===== src/rtl/arp_rx.sv =====
// Receive-side ARP parser: validates ARP request/reply frames addressed to this station and
// hands the sender's addresses to the ARP transmitter (request) or announces them (reply).
module arp_rx #(
  parameter bit CHECK_DEST_MAC = 1'b1
) (
  input  logic        clk,
  input  logic        rst_n,
  input  logic [47:0] local_mac_addr,
  input  logic [31:0] local_ip_addr,
  input  logic [7:0]  rx_data,
  input  logic        rx_valid,
  input  logic        rx_end,
  input  logic        rx_crc_err,
  output logic        arp_reply_req,
  input  logic        arp_reply_ack,
  output logic [31:0] arp_rec_source_ip_addr,
  output logic [47:0] arp_rec_source_mac_addr,
  output logic        arp_found
);

  typedef enum logic [1:0] {StIdle, StRec, StCheck} state_e;

  state_e      state;
  logic [10:0] byte_cnt;
  logic        err;
  logic        not_bcast;
  logic        not_local;
  logic        crc_err_q;
  logic        op_reply;
  logic [47:0] mac_shadow;
  logic [31:0] ip_shadow;

  logic        byte_err;
  logic        byte_not_bcast;
  logic        byte_not_local;
  logic [47:0] mac_shift;
  logic [31:0] ip_shift;
  logic [1:0]  ip_ofs;
  logic        dest_bad;
  logic        commit_ok;

  // Per-byte check against the expected header content at index byte_cnt.
  always_comb begin
    mac_shift      = local_mac_addr << {byte_cnt[2:0], 3'b000};
    ip_ofs         = byte_cnt[1:0] + 2'd2;  // maps indices 38..41 onto 0..3
    ip_shift       = local_ip_addr << {ip_ofs, 3'b000};
    byte_err       = 1'b0;
    byte_not_bcast = 1'b0;
    byte_not_local = 1'b0;
    if (byte_cnt < 11'd6) begin
      byte_not_bcast = (rx_data != 8'hff);
      byte_not_local = (rx_data != mac_shift[47:40]);
    end
    case (byte_cnt)
      11'd12: byte_err = (rx_data != 8'h08);
      11'd13: byte_err = (rx_data != 8'h06);
      11'd14: byte_err = (rx_data != 8'h00);
      11'd15: byte_err = (rx_data != 8'h01);
      11'd16: byte_err = (rx_data != 8'h08);
      11'd17: byte_err = (rx_data != 8'h00);
      11'd18: byte_err = (rx_data != 8'h06);
      11'd19: byte_err = (rx_data != 8'h04);
      11'd20: byte_err = (rx_data != 8'h00);
      11'd21: byte_err = (rx_data != 8'h01) && (rx_data != 8'h02);
      11'd38, 11'd39, 11'd40, 11'd41: byte_err = (rx_data != ip_shift[31:24]);
      default: ;
    endcase
  end

  always_comb begin
    dest_bad  = CHECK_DEST_MAC && not_bcast && not_local;
    commit_ok = !err && !dest_bad && (byte_cnt >= 11'd42) && !crc_err_q;
  end

  always_ff @(posedge clk or negedge rst_n) begin
    if (!rst_n) begin
      state                   <= StIdle;
      byte_cnt                <= '0;
      err                     <= 1'b0;
      not_bcast               <= 1'b0;
      not_local               <= 1'b0;
      crc_err_q               <= 1'b0;
      op_reply                <= 1'b0;
      mac_shadow              <= '0;
      ip_shadow               <= '0;
      arp_reply_req           <= 1'b0;
      arp_found               <= 1'b0;
      arp_rec_source_ip_addr  <= '0;
      arp_rec_source_mac_addr <= '0;
    end else begin
      arp_found <= 1'b0;
      if (arp_reply_req && arp_reply_ack) begin
        arp_reply_req <= 1'b0;
      end

      // Bytes arriving during StCheck are dropped.
      if (rx_valid && (state != StCheck)) begin
        err       <= err | byte_err;
        not_bcast <= not_bcast | byte_not_bcast;
        not_local <= not_local | byte_not_local;
        if (byte_cnt != 11'h7ff) begin
          byte_cnt <= byte_cnt + 11'd1;
        end
        if ((byte_cnt >= 11'd22) && (byte_cnt <= 11'd27)) begin
          mac_shadow <= {mac_shadow[39:0], rx_data};
        end
        if ((byte_cnt >= 11'd28) && (byte_cnt <= 11'd31)) begin
          ip_shadow <= {ip_shadow[23:0], rx_data};
        end
        if (byte_cnt == 11'd21) begin
          op_reply <= (rx_data == 8'h02);
        end
      end

      case (state)
        StIdle: begin
          // A lone rx_end with no data is an empty frame and is ignored.
          if (rx_valid) begin
            if (rx_end) begin
              crc_err_q <= rx_crc_err;
              state     <= StCheck;
            end else begin
              state <= StRec;
            end
          end
        end
        StRec: begin
          if (rx_end) begin
            crc_err_q <= rx_crc_err;
            state     <= StCheck;
          end
        end
        StCheck: begin
          if (commit_ok) begin
            if (op_reply) begin
              arp_found <= 1'b1;
              if (!arp_reply_req) begin
                arp_rec_source_ip_addr  <= ip_shadow;
                arp_rec_source_mac_addr <= mac_shadow;
              end
            end else if (!arp_reply_req) begin
              arp_rec_source_ip_addr  <= ip_shadow;
              arp_rec_source_mac_addr <= mac_shadow;
              arp_reply_req           <= 1'b1;
            end
          end
          byte_cnt  <= '0;
          err       <= 1'b0;
          not_bcast <= 1'b0;
          not_local <= 1'b0;
          state     <= StIdle;
        end
        default: state <= StIdle;
      endcase
    end
  end

endmodule

===== config.mk =====
export PLATFORM = sky130hd
export DESIGN_NAME = arp_rx
export DESIGN_NICKNAME = d
export VERILOG_FILES = /design/src/rtl/arp_rx.sv
export SDC_FILE = /design/constraint.sdc
export NUM_CORES = 1
export LEC_CHECK = 0
export ABC_AREA = 1
export CAP_MARGIN = 40
export CORE_ASPECT_RATIO = 0.7
export CORE_MARGIN = 10
export CORE_UTILIZATION = 43
export CTS_CLUSTER_DIAMETER = 150
export DETAILED_ROUTE_END_ITERATION = 10
export PLACE_DENSITY = 0.69
export SYNTH_ARGS = -nofsm -noshare
export SYNTH_HDL_FRONTEND = slang
export SYNTH_SLANG_ARGS = --single-unit
export TNS_END_PERCENT = 100

===== constraint.sdc =====
create_clock -name clk -period 4.45 [get_ports clk]
set_input_delay 1.1125 -clock clk [delete_from_list [all_inputs] [get_ports clk]]
set_output_delay 1.1125 -clock clk [all_outputs]
set_load 0.02 [all_outputs]

==> implementation parameters <==
Parameter                              Value

Setup path
  Highest-delay cell along the critical path ... dfrtp_1
  Maximum single-stage delay on the critical path ... roughly 0.72 ns
  Cell chain of the critical path ... inv_1, ha_1, inv_1, nand2_1, nand2_1, nand2_1, nand2_2, inv_2, nand2_1, nand2_1, nand2_1, nand3_1, nor2_1, nand2_1, nand2_1, nand2_1, nand2_1, nand2_1
  Largest driver fanout on the critical path ... 14
  Setup CP Type ... flip-flop to flip-flop
  Worst setup path startpoint ... byte_cnt[1]
  Worst r2r src ... byte_cnt[1]
  Endpoint kind of the worst setup timing path ... flip-flop
  Required time of the worst setup path ... between 4 and 5 ns
  Critical path startpoint category ... flip-flop
  Data arrival time of the critical path ... about 3.2 ns
  CP most frequent cell ... nand2_1

STA
  Setup TNS ... 0 ns
  Number of endpoints with negative hold slack in the final report ... 0
  Fin. max-slew vios ... 0
  Number of setup violations in the final report ... 0
  Fin crit period ... between 2 and 3 ns
  RSZ-0062 raised after global routing ... no
  Normalized max-slew margin ... 0.4051
  Worst-case hold slack ... 0.4685 ns
  Share of the clock period used by the worst path after layout ... 0.6434
  Worst-margin pin slew ... a little under 0.9 ns
  Clock skew ... 0.01592 ns
  Upper clock frequency limit ... approximately 0.35 GHz

Global route
  GRT Overall Usage ... 0.1708
  Maximum number of pins on one net before global-route repair ... 105
  Antenna violations before repair ... 0
  Wire length of the first global-routing pass ... about 36000 um
  Vias in the first global route ... roughly 6600
  Remaining global-route overflow ... 0

Floorplanning
  Core area ... approximately 19000 um2
  Starting density of the core ... 0.4417
  IO Pins ... roughly 180
  Die Outline Area ... around 26000 um2
  # rows ... between 40 and 50
  Die height ... between 100 and 150 um
  Width of the die ... roughly 190 um

Clock network
  Number of buffers on the longest clock path ... 2
  TritonCTS clock tree ... built
  Clock-pin slew reported for the worst setup and hold paths after clock tree synthesis ... around 0.070 ns
  H-tree depth reported by CTS ... 4
  CTS-repair resized insts ... 0
  Worst skew pair latency ... approximately 0.43 ns
  Post-CTS Hold Buffers ... 0
  Root cell of the clock tree ... clkbuf_16
  Clock Sinks ... between 150 and 200
  Setup Fix Bufs, Post-CTS ... 0
  Number of buffers inserted during clock tree synthesis ... 17

Yosys
  Count of cell types in the netlist ... 37
  Share of synthesized registers carrying an async set or reset ... 1.000
  Cell area after synthesis ... 8426 um2
  Leading cell types by total area after synthesis ... dfrtp_1 53%, nand2_1 11%, o21ai_0 7.1%, inv_1 5.0%, o21ai_1 3.2%
  Post-synthesis sequential area ratio ... 0.5346
  Arithmetic-cell share of the synthesized area counting full adders, half adders and majority gates ... 0.005940
  Dominant combinational cell family by area after synthesis ... simple AND/OR/NAND/NOR gates
  Most frequent cell after synthesis ... nand2_1
  Area share of and/or/nand/nor cells after synthesis ... 0.1963
  Xor/xnor share of the synthesized area ... 0.008316
  Multiplexer fraction of the synthesized cell area ... 0.02970
  Number of enable flip-flop cells after synthesis ... 0
  Synthesized flop and latch total ... 180
  Post-synth top flop ... dfrtp_1
  Gate count after technology mapping ... just under 1000
  Post-synth top area cell ... dfrtp_1
  Area share of the largest cell type after synthesis ... 0.5346
  Ys Warns ... 0
  Syn Nets ... around 1100
  Top post-synthesis cells by count ... 251 x nand2_1, 180 x dfrtp_1, 120 x o21ai_0
  Compound-cell area share of the yosys netlist ... 0.1351
  Mean instance size in the synthesized netlist ... between 8 and 9 um2

Run status
  Run status ... finished clean

Placement
  Final HPWL DP ... between 15000 and 20000 um
  Port buffer count ... 175
  Routability congestion estimate from global placement ... slightly below 0.9

Power and ir drop
  Part of the power in the clock network ... 0.387
  Share of total power in combinational logic ... 0.162
  Reg power frac ... 0.451
  Net Switching ... about 0.0011 W
  Leakage power total ... between 4 and 5 nW
  Switching share of power ... 0.3004
  Cell Pwr Density ... about 350 nW/um2
  Int Pwr ... around 0.0027 W
  Maximum resistive drop on vdd ... approximately 0.19 mV

Route
  Count of unresolved DRC violations after routing ... 0
  Post-Route WL ... ~22000 um
  Router iterations before antenna repair ... 5
  Via total after detailed routing ... 6866
  Detail Route Antenna Nets ... 0
  Vias per cell ... 4.880
  Wire per inst ... 15.64 um
  Iter 0 DRT Violations ... between 500 and 600

Finish
  Layout-stage area growth over the synthesis result ... 29.64%
  Antenna cells ... 0
  Layout net count ... roughly 1200
  Share of final-layout standard cells stronger than drive strength 1 ... 0.08574

Flow run
  Max cap viols ... 0

Worst hold path
  Class of the most critical hold timing path ... flip-flop to flip-flop
  Hold_sp ... op_reply
[flip-flops by register name (all words and copies together), names as in the netlist, 2 cells and up]
name	flops
arp_rec_source_ip_addr	32
arp_rec_source_mac_addr	48
byte_cnt	11
ip_shadow	32
mac_shadow	48
state	2
[kinds of logic after synthesis]
group,Yosys count
multiplexers,17
AO/OA/AOI/OAI,209
AND/OR/NAND/NOR,388
adder cells (fa/ha/maj),4
XOR/XNOR,8
flip-flops,180
buffers and inverters,166
[layout by cell type, fill, tap and decap left out, types with 9 or more instances in the layout]
cell type / netlist / final
clkbuf_16: 0 / 17
clkdlybuf4s50_1: 0 / 174
dfrtp_1: 180 / 180
inv_1: 112 / 112
inv_2: 9 / 9
mux2_4: 16 / 16
nand2_1: 251 / 250
nand3_1: 39 / 39
nor2_1: 51 / 51
nor3_1: 9 / 9
o211ai_1: 16 / 16
o21ai_0: 120 / 120
o21ai_1: 54 / 54
or2_2: 13 / 13
[metal layers]
metal	vias to the layer above	track usage	part of all wire
met5	-	0	0
met4	0	0.03973	0.0075
met1	3245	0.2369	0.48
met2	159	0.2663	0.45
li1	3444	-	-
met3	18	0.03940	0.056
[power by group through the flow]
stage | clock (W) | sequential, W | combinational, W
final | 0.00147 | 0.00171 | 0.000614
after global routing | 0.00158 | 0.00172 | 0.000684
after global placement | 0 | 0.00174 | 0.000600
after floorplan | 0 | 0.00172 | 0.000411
after CTS | 0.00150 | 0.00171 | 0.000614
after detailed placement | 0 | 0.00174 | 0.000612
[worst paths after layout]
check	depth (start not counted)	slack, ns	end
max	18	1.59	err
min reg2reg	1	0.47	arp_reply_req
max in group asynchronous	3	3.05	ip_shadow[31]
min in group asynchronous	1	0.48	arp_rec_source_mac_addr[6]
max reg2reg	18	1.59	err
min	1	0.47	arp_reply_req
[critical path: cells and delay by family (launching register included)]
family / cells / cell delay (ns)
AND/OR/NAND/NOR: 14 / 1.08
flip-flops: 1 / 0.72
buffers and inverters: 3 / 0.58
adder cells (fa/ha/maj): 1 / 0.34
[area by class of cell]
| cell class | instances | area, um2 |
|---|---|---|
| inverters | 122 | 460.4 |
| clock buffers | 17 | 425.4 |
| clock inverters | 15 | 153.9 |
| fillers | 1737 | 8153 |
| multi-input cells | 626 | 3176 |
| well taps | 264 | 330.3 |
| flip-flops and latches | 180 | 4504 |
| repair buffers | 183 | 1873 |
[stage by stage]
stage                     cell area [um2]  total power [W]  instances    util  worst slack (ns)
final                               10920         0.003797       1407  0.5726             1.587
after global placement              10300         0.002344       1373  0.5397             1.175
after detailed placement            10340         0.002356       1375  0.5422             1.211
after global routing                10920         0.003980       1407  0.5726             1.371
after floorplan                      8426         0.002128        972       -             2.129
after CTS                           10920         0.003823       1407  0.5726             1.650
(Power assumes the default switching activity.)
